--- config.mk ---
export PLATFORM = sky130hd
export DESIGN_NAME = str_cic_comp_fir_flat
export DESIGN_NICKNAME = d
export VERILOG_FILES = /design/src/rtl/str_fir_pkg.sv /design/src/rtl/str_cic_comp_fir_if.sv /design/src/rtl/str_fir_delay_line.sv /design/src/rtl/str_cic_comp_fir.sv /design/src/flat_wrapper.sv
export SDC_FILE = /design/constraint.sdc
export NUM_CORES = 1
export LEC_CHECK = 0
export BUFFER_PORTS_ARGS = -buffer_cell sky130_fd_sc_hd__buf_4
export CORE_MARGIN = 8
export CORE_UTILIZATION = 59
export DETAILED_ROUTE_END_ITERATION = 7
export GPL_ROUTABILITY_DRIVEN = 0
export PLACE_DENSITY = 0.76
export SLEW_MARGIN = 5
export SYNTH_ARGS = -nofsm -noshare
export SYNTH_HDL_FRONTEND = slang
export SYNTH_SLANG_ARGS = --single-unit
--- constraint.sdc ---
create_clock -name clk -period 34.5 [get_ports clk]
set_input_delay 5.175 -clock clk [delete_from_list [all_inputs] [get_ports clk]]
set_output_delay 5.175 -clock clk [all_outputs]
set_load 0.005 [all_outputs]
--- src/rtl/str_fir_pkg.sv ---
// str_fir_pkg: shared types, default compensation coefficients and output rounding for the CIC compensation FIR.
package str_fir_pkg;

    typedef enum logic [1:0] {S_IDLE, S_MAC, S_ROUND, S_OUT} state_e;

    // h[0] occupies the low CW bits; h[L-1] is the centre tap. Taps sum to 32768, i.e. unity DC gain.
    localparam logic [4*16-1:0] COMP_COEF = {16'sd16384, 16'sd9830, 16'sd0, -16'sd1638};

    function automatic logic signed [31:0] sat_round(input logic signed [63:0] acc, input int w, input int cw);
        logic signed [63:0] r;
        logic signed [63:0] hi;
        logic signed [63:0] lo;
        r  = (acc + (64'sd1 <<< (cw - 2))) >>> (cw - 1);
        hi = (64'sd1 <<< (w - 1)) - 64'sd1;
        lo = -(64'sd1 <<< (w - 1));
        return 32'(r > hi ? hi : r < lo ? lo : r);
    endfunction

endpackage

--- src/rtl/str_cic_comp_fir_if.sv ---
// str_cic_comp_fir_if: valid/ready sample stream between the CIC downsampler, the compensation FIR and its consumer.
interface str_cic_comp_fir_if #(parameter int W = 16);
    logic signed [W-1:0] tdata;
    logic                tvalid;
    logic                tready;

    modport master(output tdata, output tvalid, input tready);
    modport slave(input tdata, input tvalid, output tready);
endinterface

--- src/rtl/str_fir_delay_line.sv ---
// str_fir_delay_line: K-entry circular sample history with two combinational read ports addressed by tap offset.
module str_fir_delay_line #(
    parameter int W = 16,
    parameter int K = 7
) (
    input  logic                        clk,
    input  logic                        rst_n,
    input  logic                        i_we,
    input  logic signed [W-1:0]         i_wdata,
    input  logic        [$clog2(K)-1:0] i_off_a,
    input  logic        [$clog2(K)-1:0] i_off_b,
    output logic signed [W-1:0]         o_rd_a,
    output logic signed [W-1:0]         o_rd_b
);
    localparam int PW = $clog2(K);

    logic signed [W-1:0] r_mem [K];
    logic        [PW-1:0] r_wp;
    logic        [PW-1:0] w_addr_a;
    logic        [PW-1:0] w_addr_b;

    // Newest sample sits just behind the write pointer, so offset d maps to (wp - 1 - d) mod K.
    function automatic logic [PW-1:0] rd_addr(input logic [PW-1:0] wp, input logic [PW-1:0] off);
        logic [PW:0] t;
        t = {1'b0, wp} + (PW+1)'(K - 1) - {1'b0, off};
        return PW'(t >= (PW+1)'(K) ? t - (PW+1)'(K) : t);
    endfunction

    always_comb begin
        w_addr_a = rd_addr(r_wp, i_off_a);
        w_addr_b = rd_addr(r_wp, i_off_b);
    end

    assign o_rd_a = r_mem[w_addr_a];
    assign o_rd_b = r_mem[w_addr_b];

    always_ff @(posedge clk) begin
        if (!rst_n) begin
            for (int j = 0; j < K; j++) r_mem[j] <= '0;
            r_wp <= '0;
        end else if (i_we) begin
            r_mem[r_wp] <= i_wdata;
            r_wp        <= r_wp == PW'(K - 1) ? '0 : r_wp + 1'b1;
        end
    end

endmodule

--- src/rtl/str_cic_comp_fir.sv ---
// str_cic_comp_fir: symmetric FIR compensating CIC passband droop, one output per input,
// using a single time-shared multiplier with symmetric pre-add.
module str_cic_comp_fir
    import str_fir_pkg::*;
#(
    parameter int                     W    = 16,
    parameter int                     CW   = 16,
    parameter int                     K    = 7,
    parameter logic [((K+1)/2)*CW-1:0] COEF = COMP_COEF
) (
    input  logic                 clk,
    input  logic                 rst_n,
    str_cic_comp_fir_if.slave    s_axis,
    str_cic_comp_fir_if.master   m_axis
);
    localparam int L   = (K + 1) / 2;
    localparam int IW  = $clog2(L);
    localparam int PW  = $clog2(K);
    localparam int PRW = W + 1 + CW;
    localparam int AW  = W + CW + 1 + $clog2(L);

    localparam logic [1:0] ST_IDLE  = 2'(S_IDLE);
    localparam logic [1:0] ST_MAC   = 2'(S_MAC);
    localparam logic [1:0] ST_ROUND = 2'(S_ROUND);
    localparam logic [1:0] ST_OUT   = 2'(S_OUT);

    if (K % 2 == 0 || K < 3) begin : g_bad_k
        $error("str_cic_comp_fir: K must be odd and >= 3");
    end

    logic        [1:0]    r_state;
    logic        [IW-1:0] r_idx;
    logic signed [AW-1:0] r_acc;
    logic signed [W-1:0]  r_tdata;
    logic                 r_tvalid;

    logic                 w_ish;
    logic                 w_osh;
    logic                 w_centre;
    logic        [PW-1:0] w_off_a;
    logic        [PW-1:0] w_off_b;
    logic signed [W-1:0]  w_xa;
    logic signed [W-1:0]  w_xb;
    logic signed [W:0]    w_pre;
    logic signed [CW-1:0] w_coef;
    logic signed [PRW-1:0] w_prod;
    logic signed [W-1:0]  w_y;

    assign s_axis.tready = (r_state == ST_IDLE) | ((r_state == ST_OUT) & m_axis.tready);
    assign m_axis.tdata  = r_tdata;
    assign m_axis.tvalid = r_tvalid;

    assign w_ish = s_axis.tvalid & s_axis.tready;
    assign w_osh = r_tvalid & m_axis.tready;

    str_fir_delay_line #(.W(W), .K(K)) u_dly (
        .clk     (clk),
        .rst_n   (rst_n),
        .i_we    (w_ish),
        .i_wdata (s_axis.tdata),
        .i_off_a (w_off_a),
        .i_off_b (w_off_b),
        .o_rd_a  (w_xa),
        .o_rd_b  (w_xb)
    );

    // Tap i pairs x[n-i] with its mirror x[n-(K-1-i)]; the centre tap has no partner.
    always_comb begin
        w_centre = r_idx == IW'(L - 1);
        w_off_a  = PW'(r_idx);
        w_off_b  = PW'(K - 1) - PW'(r_idx);
        w_coef   = COEF[int'(r_idx)*CW +: CW];
        w_pre    = w_centre ? (W+1)'(w_xa) : (W+1)'(w_xa) + (W+1)'(w_xb);
        w_prod   = w_pre * w_coef;
        w_y      = W'(sat_round(64'(r_acc), W, CW));
    end

    always_ff @(posedge clk) begin
        if (!rst_n) begin
            r_state  <= ST_IDLE;
            r_idx    <= '0;
            r_acc    <= '0;
            r_tdata  <= '0;
            r_tvalid <= 1'b0;
        end else begin
            case (r_state)
                ST_MAC: begin
                    r_acc <= r_acc + AW'(w_prod);
                    r_idx <= r_idx + 1'b1;
                    if (w_centre) r_state <= ST_ROUND;
                end
                ST_ROUND: begin
                    r_tdata  <= w_y;
                    r_tvalid <= 1'b1;
                    r_state  <= ST_OUT;
                end
                ST_OUT: begin
                    if (w_osh) begin
                        r_tvalid <= 1'b0;
                        r_state  <= ST_IDLE;
                    end
                end
                default: ;
            endcase
            // An accept (from IDLE, or from OUT together with the output handshake) restarts the MAC.
            if (w_ish) begin
                r_acc   <= '0;
                r_idx   <= '0;
                r_state <= ST_MAC;
            end
        end
    end

endmodule

--- src/flat_wrapper.sv ---
// flat-port wrapper written by rule: the top's interface ports become plain ports
module str_cic_comp_fir_flat import str_fir_pkg::*;
#(
    parameter int                     W    = 16,
    parameter int                     CW   = 16,
    parameter int                     K    = 7,
    parameter logic [((K+1)/2)*CW-1:0] COEF = COMP_COEF
)
  (clk, rst_n, s_axis_tdata, s_axis_tvalid, s_axis_tready, m_axis_tdata, m_axis_tvalid, m_axis_tready);
  str_cic_comp_fir_if #(.W(W)) s_axis_i ();
  str_cic_comp_fir_if #(.W(W)) m_axis_i ();
  input  logic clk;
  input  logic rst_n;
  input wire logic [$bits(s_axis_i.tdata)-1:0] s_axis_tdata;
  input wire logic [$bits(s_axis_i.tvalid)-1:0] s_axis_tvalid;
  output wire logic [$bits(s_axis_i.tready)-1:0] s_axis_tready;
  output wire logic [$bits(m_axis_i.tdata)-1:0] m_axis_tdata;
  output wire logic [$bits(m_axis_i.tvalid)-1:0] m_axis_tvalid;
  input wire logic [$bits(m_axis_i.tready)-1:0] m_axis_tready;
  assign s_axis_i.tdata = s_axis_tdata;
  assign s_axis_i.tvalid = s_axis_tvalid;
  assign s_axis_tready = s_axis_i.tready;
  assign m_axis_tdata = m_axis_i.tdata;
  assign m_axis_tvalid = m_axis_i.tvalid;
  assign m_axis_i.tready = m_axis_tready;
  str_cic_comp_fir #(.W(W), .CW(CW), .K(K), .COEF(COEF)) u_core (.clk(clk), .rst_n(rst_n), .s_axis(s_axis_i), .m_axis(m_axis_i));
endmodule
* Word level (Yosys, flattened, before mapping)
Memory sizes are Yosys's and may differ from the RTL's. Cells that the tools add are included.
Storage, ports and cells: flip-flop bits (word level) 59, memories kept 1, bits in writable memories 112, output and inout bits 18
Memory list:
- u_core.u_dly.r_mem | words 7, width 16, rd ports 2, clocked after memory_dff 0, wr ports 7, RTL line str_fir_delay_line.sv:17 | logic signed [W-1:0] r_mem [K];
Operators by class: reductions and logical operators 9, $mul 1, equal/unequal tests 9, shift operators 1, muxes and demuxes 19, add/sub/neg operators 11, bitwise operators 5, order comparisons 4
Operator list (number):
- 64-bit by 7-bit indexed part select with 16-bit output, first input constant | 1
- 16-bit two-way mux | 3
- 35-bit by 16-bit adder with 36-bit output, second input constant | 1
- 35-bit by 33-bit adder with 35-bit output | 1
- 17-bit by 16-bit multiplier with 33-bit output | 1
- 21-bit by 16-bit > comparator with 1-bit output, second input constant | 1
- 21-bit by 16-bit less-than comparator with 1-bit output, second input constant | 1
- 16-bit by 16-bit adder with 17-bit output | 1
- 17-bit two-way mux | 1
- 16-bit OR reduction | 1
- 3-bit two-way mux | 4
- 4-bit by 3-bit >= comparator with 1-bit output, second input constant | 2
- 1-bit two-way mux | 7
- 2-bit == test, second input constant | 3
- 3-bit by 2-bit != test with 1-bit output, second input constant | 2
- 2-bit one-hot mux with 3 select lines | 1
- 3-bit AND reduction | 2
- 3-bit subtractor, second input constant | 2
- 3-bit by 3-bit adder with 4-bit output, second input constant | 1
- 2-bit two-way mux | 2
- 2-bit by 1-bit != test with 1-bit output, second input constant | 2
- 4-bit nonzero test | 1
- 4-bit by 2-bit subtractor with 4-bit output | 1
- 4-bit by 3-bit subtractor with 4-bit output | 1
- 14 further kinds | 16

* Depth between registers and ports, before layout
Gate-level depths: netlist of the first run.
word-level depth 9, depth in mapped cells 49

* Modules after synthesis
A second synthesis of the first run with hierarchy kept.
Second synthesis, totals: cells, all modules 2257, area, all modules 22342.7 um^2
Modules (own cells, without submodules):
- str_cic_comp_fir | seq. area each 1101.1 um^2, instances 1, cells each 1447, area each 13379.1 um^2
- str_fir_delay_line | seq. area each 3743.6 um^2, instances 1, cells each 810, area each 8963.6 um^2

* Worst setup path after synthesis of the first run
Ideal clock, no wire load.
path kind register -> register, start point reg u_core.r_idx[0], end point reg u_core.r_acc[31], path buffers 3, period minus slack after synthesis 11.273 ns, cell stages (with the launch flop) 46, path slack 23.227 ns, setup time 0.106 ns, arrival 11.167 ns, required time 34.394 ns, cells stage by stage dfxtp_1 clkbuf_1 inv_1 ha_1 ha_1 a21o_1 a21oi_1 xnor2_1 a21o_1 mux2i_1 buf_2 mux4_2 mux2_2 ha_1 inv_1 fa_1 nor2b_1 o31ai_1 [... 10 more ...] fa_1 inv_1 fa_1 fa_1 inv_1 fa_1 inv_1 ha_1 clkbuf_1 a21o_1 a21o_1 a21oi_1 o21ai_0 a311o_1 a31oi_1 o221ai_1 or3_1 o311ai_0
Between the ends: cells in the longest elaborated chain, start to end 9, elaborated cells between the ends (all ways) 16, classes of those cells 7 x add/sub; 1 x mul; 2 x order compare; 1 x eq/ne; 1 x shift; 3 x mux; 1 x memory
Ends and longest elaborated chain:
- start, declared | RTL line str_cic_comp_fir.sv:32 | logic [IW-1:0] r_idx;
- start signal, assigned | RTL line str_cic_comp_fir.sv:89 | r_idx <= r_idx + 1'b1;
- 3-bit by 2-bit subtractor with 3-bit output | RTL line str_cic_comp_fir.sv:71 | w_off_b = PW'(K - 1) - PW'(r_idx);
- 4-bit by 3-bit subtractor with 4-bit output | RTL line str_fir_delay_line.sv:25 | t = {1'b0, wp} + (PW+1)'(K - 1) - {1'b0, off};
- 4-bit by 3-bit >= comparator with 1-bit output / 3-bit subtractor (equally long branches) | RTL line str_fir_delay_line.sv:26 | return PW'(t >= (PW+1)'(K) ? t - (PW+1)'(K) : t);
- 3-bit two-way mux | RTL line str_fir_delay_line.sv:26
- memory 7 x 16 bit
- 16-bit by 16-bit adder with 17-bit output | RTL line str_cic_comp_fir.sv:73 | w_pre = w_centre ? (W+1)'(w_xa) : (W+1)'(w_xa) + (W+1)'(w_xb);
- 17-bit two-way mux | RTL line str_cic_comp_fir.sv:73
- 17-bit by 16-bit multiplier with 33-bit output * | RTL line str_cic_comp_fir.sv:74 | w_prod = w_pre * w_coef;
- 35-bit by 33-bit adder with 35-bit output * | RTL line str_cic_comp_fir.sv:88 | r_acc <= r_acc + AW'(w_prod);
- end signal, assigned | RTL line str_cic_comp_fir.sv:88
- end, declared | RTL line str_cic_comp_fir.sv:33 | logic signed [AW-1:0] r_acc;
Every way passes the cells marked *; elsewhere a longest branch is shown, timed or not. A chain may end at the register's enable or synchronous reset.

* Final worst setup path of the first run
start point reg u_core.r_idx[1], end point reg u_core.r_acc[31]
Same word-level chain as after synthesis.

==> flow_metrics.env, run 1 <==
export IMPL_layoutNonFillerInstCount=2443
export IMPL_synth_ff_type="edfxtp_1"
export IMPL_place_hpwl_um=38200
export IMPL_numCtsBuffers=17
export IMPL_grt_pass1_vias=15632
export IMPL_fp_coreArea_um2=34400
export IMPL_final_common_cell="inv_1"
export IMPL_vias=14556
export IMPL_antenna_found_initial=0
export IMPL_cts_tree="built"
export IMPL_fin_hold_ws_ns=0.469
export IMPL_post_cts_setup_buffers=0
export IMPL_status="completed"
export IMPL_critPathBufInv=8
export IMPL_rows=68
export IMPL_endpoint_kind="register"
export IMPL_min_path_type="reg -> reg"
export IMPL_root_buffer="clkbuf_16"
export IMPL_avgSynthCellArea_um2=10.4
export IMPL_ys_types=76
export IMPL_max_slew_margin_pct=23.0
export IMPL_clk_path_buf_depth=2
export IMPL_routed_wl_um=50000
export IMPL_syn_area_um2=20400
export IMPL_final_nets=2399
export IMPL_syn_nets=2393
export IMPL_synth_edf_count=112
export IMPL_dpl_worst_slack_ns=21.68
export IMPL_slew_viol_final=0
export IMPL_synth_seq_cells=186
export IMPL_yosys_warnings=0
export IMPL_syn_to_final_growth_pct=6.73
export IMPL_final_layout_size_suffix_gt1_share_pct=11.0
export IMPL_postSynth_asyncResetShare_pct=0
export IMPL_fmax_mhz=76.6
export IMPL_cpPeakStageDelay_ns=0.66
export IMPL_worstSkewPairLatency_ns=0.46
export IMPL_drtIter0Drc=1192
export IMPL_vias_per_cell=5.96
export IMPL_final_setup_tns_ns=0
export IMPL_worstMarginPinSlew_ns=1.15
export IMPL_dieHeight_um=202
export IMPL_antennaDiodeCount=0
export IMPL_dp_cells=2411
export IMPL_rsz0062_at_grt="no"
export IMPL_maxCapViolations=0
export IMPL_finalHoldViolations=0
export IMPL_critPathSlowestCell="ha_1"
export IMPL_cp_arrival_ns=13.40
export IMPL_clk_transition_reported_paths_ns=0.08
export IMPL_worst_setup_path_type="reg -> reg"
export IMPL_crit_family="adder cells"
export IMPL_fin_skew_ns=0.0139
export IMPL_gr_total_overflow=0
export IMPL_grt_pass1_wl_um=83000
export IMPL_ff_latch_area_um2=4840
export IMPL_setup_viol=0
export IMPL_die_w_um=202
export IMPL_dr_pass1_iters=5
export IMPL_postLayoutSetupSlackWorst_ns=21.45
export IMPL_ys_seq_area_share_pct=23.7
export IMPL_drc=0
export IMPL_path_max_fanout=32
export IMPL_cts_sinks=186
export IMPL_fin_crit_sh_pct=37.8
export IMPL_cp_required_ns=34.85
export IMPL_multi_input_area_um2=14000
export IMPL_ioPinCount=38
export IMPL_grt_max_degree=50
export IMPL_final_cell_mix="366 x inv_1, 272 x fa_1, 157 x nand2_1, 132 x ha_1, 118 x nor2_1"
export IMPL_die_area_um2=40900
export IMPL_min_period_ns=13.05
export IMPL_port_buffers=37
export IMPL_grt_use_total_pct=25.7
export IMPL_fillerInstances=2655
export IMPL_holdBufCountCts=0
export IMPL_wl_per_cell_um=20.5
export IMPL_antenna_left=0
export IMPL_h_tree_depth=4
export IMPL_initial_core_util_pct=59.5
export IMPL_cts_resized=0
export IMPL_crit_path_start_kind="register"
export IMPL_syn_inst=1969
==> worst register-to-register path, delay by kind of cell (launching register included) <==
| kind | cells | cell delay [ns] |
|---|---|---|
| xor+xnor | 2 | 0.24 |
| compound gates | 16 | 4.18 |
| buf+inv | 8 | 1.31 |
| flops | 1 | 0.54 |
| simple gates | 3 | 0.85 |
| fa+ha+maj | 11 | 4.70 |
| mux | 3 | 1.11 |
==> routing by layer <==
| metal | up-vias | routed length, um | GRT usage (%) | share of wire [%] |
|---|---|---|---|---|
| met5 | - | 0 | 0 | 0 |
| met4 | 0 | 1620 | 9.53 | 3.2 |
| met3 | 117 | 3530 | 4.39 | 7.1 |
| met2 | 626 | 24500 | 42.5 | 49 |
| met1 | 7273 | 20400 | 33.8 | 41 |
| li1 | 6540 | - | - | - |
==> cells by family (layout without fill, tap and decap cells) <==
kind of cell               after synthesis  in the layout  synth area share [%]
and+or+nand+nor                        494            494                  11.6
buffers and inverters                  437            456                  8.22
adders and majority gates              405            405                  34.8
AOI/OAI and AO/OA                      267            267                  9.09
DFF                                    186            186                  23.7
muxes                                  111            111                  9.63
xor gates and xnor gates                69             69                  3.03
==> path summary, 6_finish.rpt <==
path	from	to	slack, ns	depth (start not counted)
setup / recovery	u_core.r_idx[1]$_SDFFE_PP0N_	u_core.r_acc[31]$_SDFFE_PP0N_	21.45	43
hold / removal	u_core.r_acc[3]$_SDFFE_PP0N_	u_core.r_acc[3]$_SDFFE_PP0N_	0.47	2
setup reg to reg	u_core.r_idx[1]$_SDFFE_PP0N_	u_core.r_acc[31]$_SDFFE_PP0N_	21.45	43
hold reg to reg	u_core.r_acc[3]$_SDFFE_PP0N_	u_core.r_acc[3]$_SDFFE_PP0N_	0.47	2
==> state kept, by name, summed over array words and instances, names as in the netlist <==
signal	cells
u_core.u_dly.r_mem	128
u_core.r_state	2
u_core.m_axis.tvalid	1
u_core.r_idx	2
u_core.m_axis.tdata	16
u_core.u_dly.r_wp	3
u_core.r_acc	34
==> Yosys cell counts (3+ instances only) <==
master     number  area [um^2]
nor2b_1        11         68.8
a21o_1         30          225
buf_1           4         15.0
xor2_1         30          263
mux2i_1        18          180
buf_6           3         33.8
mux2_2         26          293
nor3_1         22          110
dfxtp_1        74         1480
nor4_1          6         37.5
nor2_2          3         18.8
xnor2_1        37          324
clkbuf_1       52          195
a31oi_1        13         81.3
ha_1          132         1650
buf_2          11         55.1
a211oi_1        9         67.6
o21a_1         10         75.1
and4_1          5         43.8
nor2_1        118          443
nand4_1        12         75.1
a2111oi_0       5         43.8
or3_1           4         25.0
inv_1         366         1370
a21oi_1        76          380
fa_1          272         5450
o31ai_1         6         45.0
o21bai_1       11         82.6
o21ai_0        35          175
edfxtp_1      112         3360
nand2_1       157          589
nand2b_1       12         75.1
and2_1         89          557
and3_1         15         93.8
a21boi_0       20          150
nand3_1        31          155
mux4_2         60         1350
a311o_1         4         40.0
mux4_1          3         78.8
a221o_1         3         30.0
o221a_2        15          169
==> final cells by class <==
| type | count | share of cell area (%) |
|---|---|---|
| clock buffer | 20 | 2.09 |
| clock inverter | 12 | 0.808 |
| inverter | 366 | 6.30 |
| multi-input combinational | 1346 | 64.0 |
| sequential | 186 | 22.2 |
| tap | 455 | 2.61 |
| timing repair buffer | 58 | 2.00 |
==> through the flow <==
step,area [um^2],util [%]
after floorplan,20400,-
after global placement,21200,61.6
after detailed placement,21200,61.6
after CTS,21800,63.5
after global routing,21800,63.5
final,21800,63.5
Power of run 1 is not shown: default switching activity piles up to over one toggle a cycle in this logic, so the estimate is an artifact.
==> inputs of run 2 (changes only) <==
Settings changed: PLACE_DENSITY 0.76 to 0.79.
Clock period 34.5 ns to 10.8 ns, I/O delays scaled along.
==> flow_metrics.env, run 2 (synthesis results as in run 1) <==
export IMPL_status="completed"
export IMPL_worst_setup_path_type="reg -> reg"
export IMPL_clk_path_buf_depth=2
export IMPL_min_period_ns=10.78
export IMPL_final_nets=2506
export IMPL_setup_viol=0
export IMPL_final_layout_size_suffix_gt1_share_pct=20.8
export IMPL_crit_family="adder cells"
export IMPL_reg2reg_depth=41
export IMPL_antenna_found_initial=0
export IMPL_fin_crit_sh_pct=99.8
export IMPL_fillerInstances=2416
export IMPL_reg2reg_setup_slack_ns=0.02
export IMPL_drtIter0Drc=1449
export IMPL_slew_viol_final=0
export IMPL_die_area_um2=40900
export IMPL_routed_wl_um=53800
export IMPL_finalHoldViolations=0
export IMPL_critPathBufInv=6
export IMPL_final_cell_mix="354 x inv_1, 266 x fa_1, 154 x buf_4, 149 x nand2_1, 113 x nor2_1"
export IMPL_largest_register="u_core.u_dly.r_mem"
export IMPL_grt_pass1_vias=16025
export IMPL_min_from="u_core.r_acc[1]$_SDFFE_PP0N_"
export IMPL_fp_coreArea_um2=34400
export IMPL_fin_skew_ns=0.0128
export IMPL_place_hpwl_um=40100
export IMPL_vias=15643
export IMPL_final_setup_tns_ns=0
export IMPL_cts_sinks=186
export IMPL_port_buffers=37
export IMPL_maxCapViolations=0
export IMPL_worstReg2RegEnd="u_core.r_acc[33]$_SDFFE_PP0N_"
export IMPL_cts_tree="built"
export IMPL_rows=68
export IMPL_wl_per_cell_um=21.1
export IMPL_numCtsBuffers=17
export IMPL_max_slew_margin_pct=15.1
export IMPL_vias_per_cell=6.13
export IMPL_initial_core_util_pct=59.5
export IMPL_cp_arrival_ns=11.19
export IMPL_h_tree_depth=4
export IMPL_path_max_fanout=5
export IMPL_postLayoutSetupSlackWorst_ns=0.0188
export IMPL_worstSkewPairLatency_ns=0.47
export IMPL_crit_top_cell="fa_1"
export IMPL_critPathSlowestCell="fa_1"
export IMPL_dieHeight_um=202
export IMPL_grt_pass1_wl_um=84300
export IMPL_dp_cells=2481
export IMPL_root_buffer="clkbuf_16"
export IMPL_ioPinCount=38
export IMPL_cp_required_ns=11.21
export IMPL_antenna_left=0
export IMPL_dpl_worst_slack_ns=-0.370
export IMPL_ff_latch_area_um2=4850
export IMPL_final_common_cell="inv_1"
export IMPL_min_to="u_core.r_acc[1]$_SDFFE_PP0N_"
export IMPL_reg2reg_from="u_core.r_idx[1]$_SDFFE_PP0N_"
export IMPL_crit_path_start_kind="register"
export IMPL_gr_total_overflow=0
export IMPL_cpPeakStageDelay_ns=0.54
export IMPL_antennaDiodeCount=0
export IMPL_final_area_um2=23400
export IMPL_multi_input_area_um2=14600
export IMPL_fmax_mhz=92.8
export IMPL_largest_reg_flops=128
export IMPL_endpoint_kind="register"
export IMPL_dr_pass1_iters=5
export IMPL_placed_area_um2=21800
export IMPL_clk_transition_reported_paths_ns=0.08
export IMPL_min_path_type="reg -> reg"
export IMPL_whs_path_depth=2
export IMPL_syn_to_final_growth_pct=14.4
export IMPL_layoutNonFillerInstCount=2550
export IMPL_die_w_um=202
export IMPL_grt_use_total_pct=25.9
export IMPL_grt_max_degree=50
export IMPL_worstMarginPinSlew_ns=1.27
export IMPL_drc=0
-- run 2: cell types whose count changed in the layout (fill, tap and decap cells not counted), moves of 9 or more --
cell     delta
ha_1       -22
inv_2      +11
inv_1      -12
buf_4      +96
a21oi_2     +9
a21oi_1    -11
ha_4       +15
-- run 2: stage by stage --
step | util [%] | hold slack (ns)
floorplan | - | 0.436
global placement | 63.4 | 0.446
detailed placement | 63.4 | 0.458
CTS | 65.7 | 0.469
global route | 68.0 | 0.478
finish | 68.0 | 0.466
-- run 2: area by class of cell --
type / count / area share, %
clock buffer: 17 / 1.82
multi-input combinational: 1346 / 62.6
timing repair buffer: 165 / 5.72
inverter: 366 / 5.89
clock inverter: 15 / 0.808
sequential: 186 / 20.7
tap: 455 / 2.43
-- run 2: metal layers --
layer	global-route usage (%)	share of wire (%)	up-vias
met5	0	0	-
met4	10.4	4.2	0
met3	4.32	8.0	189
met2	43.2	50	859
met1	33.6	38	7821
li1	-	-	6774
-- run 2: worst register-to-register path, delay by kind of cell, from the launching register on --
kind                       cells  cell delay [ns]
buffers and inverters          6             0.55
xor gates and xnor gates       2             0.40
AOI/OAI and AO/OA             14             2.77
DFF                            1             0.35
and+or+nand+nor                5             1.19
adders and majority gates     10             4.16
muxes                          4             1.29
-- run 2: how the worst max path moves through the flow --
stage / cells after the start / end / startpoint / slack, ns
5_1_grt: 41 / u_core.r_acc[31]$_SDFFE_PP0N_ / u_core.u_dly.r_wp[2]$_SDFFE_PN0P_ / -0.27
6_report: 41 / u_core.r_acc[33]$_SDFFE_PP0N_ / u_core.r_idx[1]$_SDFFE_PP0N_ / 0.02
3_3_place_gp: 41 / u_core.r_acc[31]$_SDFFE_PP0N_ / u_core.u_dly.r_wp[0]$_SDFFE_PN0P_ / -0.07
4_1_cts: 41 / u_core.r_acc[34]$_SDFFE_PP0N_ / u_core.r_idx[0]$_SDFFE_PP0N_ / 0.004
3_5_place_dp: 41 / u_core.r_acc[32]$_SDFFE_PP0N_ / u_core.u_dly.r_wp[0]$_SDFFE_PN0P_ / -0.37
2_1_floorplan: 44 / u_core.r_acc[31]$_SDFFE_PP0N_ / u_core.u_dly.r_wp[0]$_SDFFE_PN0P_ / 0.005
-- run 2: timing repair --
item | in CTS | in global routing
hold buffers | 0 | 0
setup buffers | 5 | 30
gates cloned | 0 | 2
pin swaps | 5 | 58
resized for setup | 27 | 125
endpoints found under the setup margin | 13 | 21
Power of run 2 is left out for the same reason.
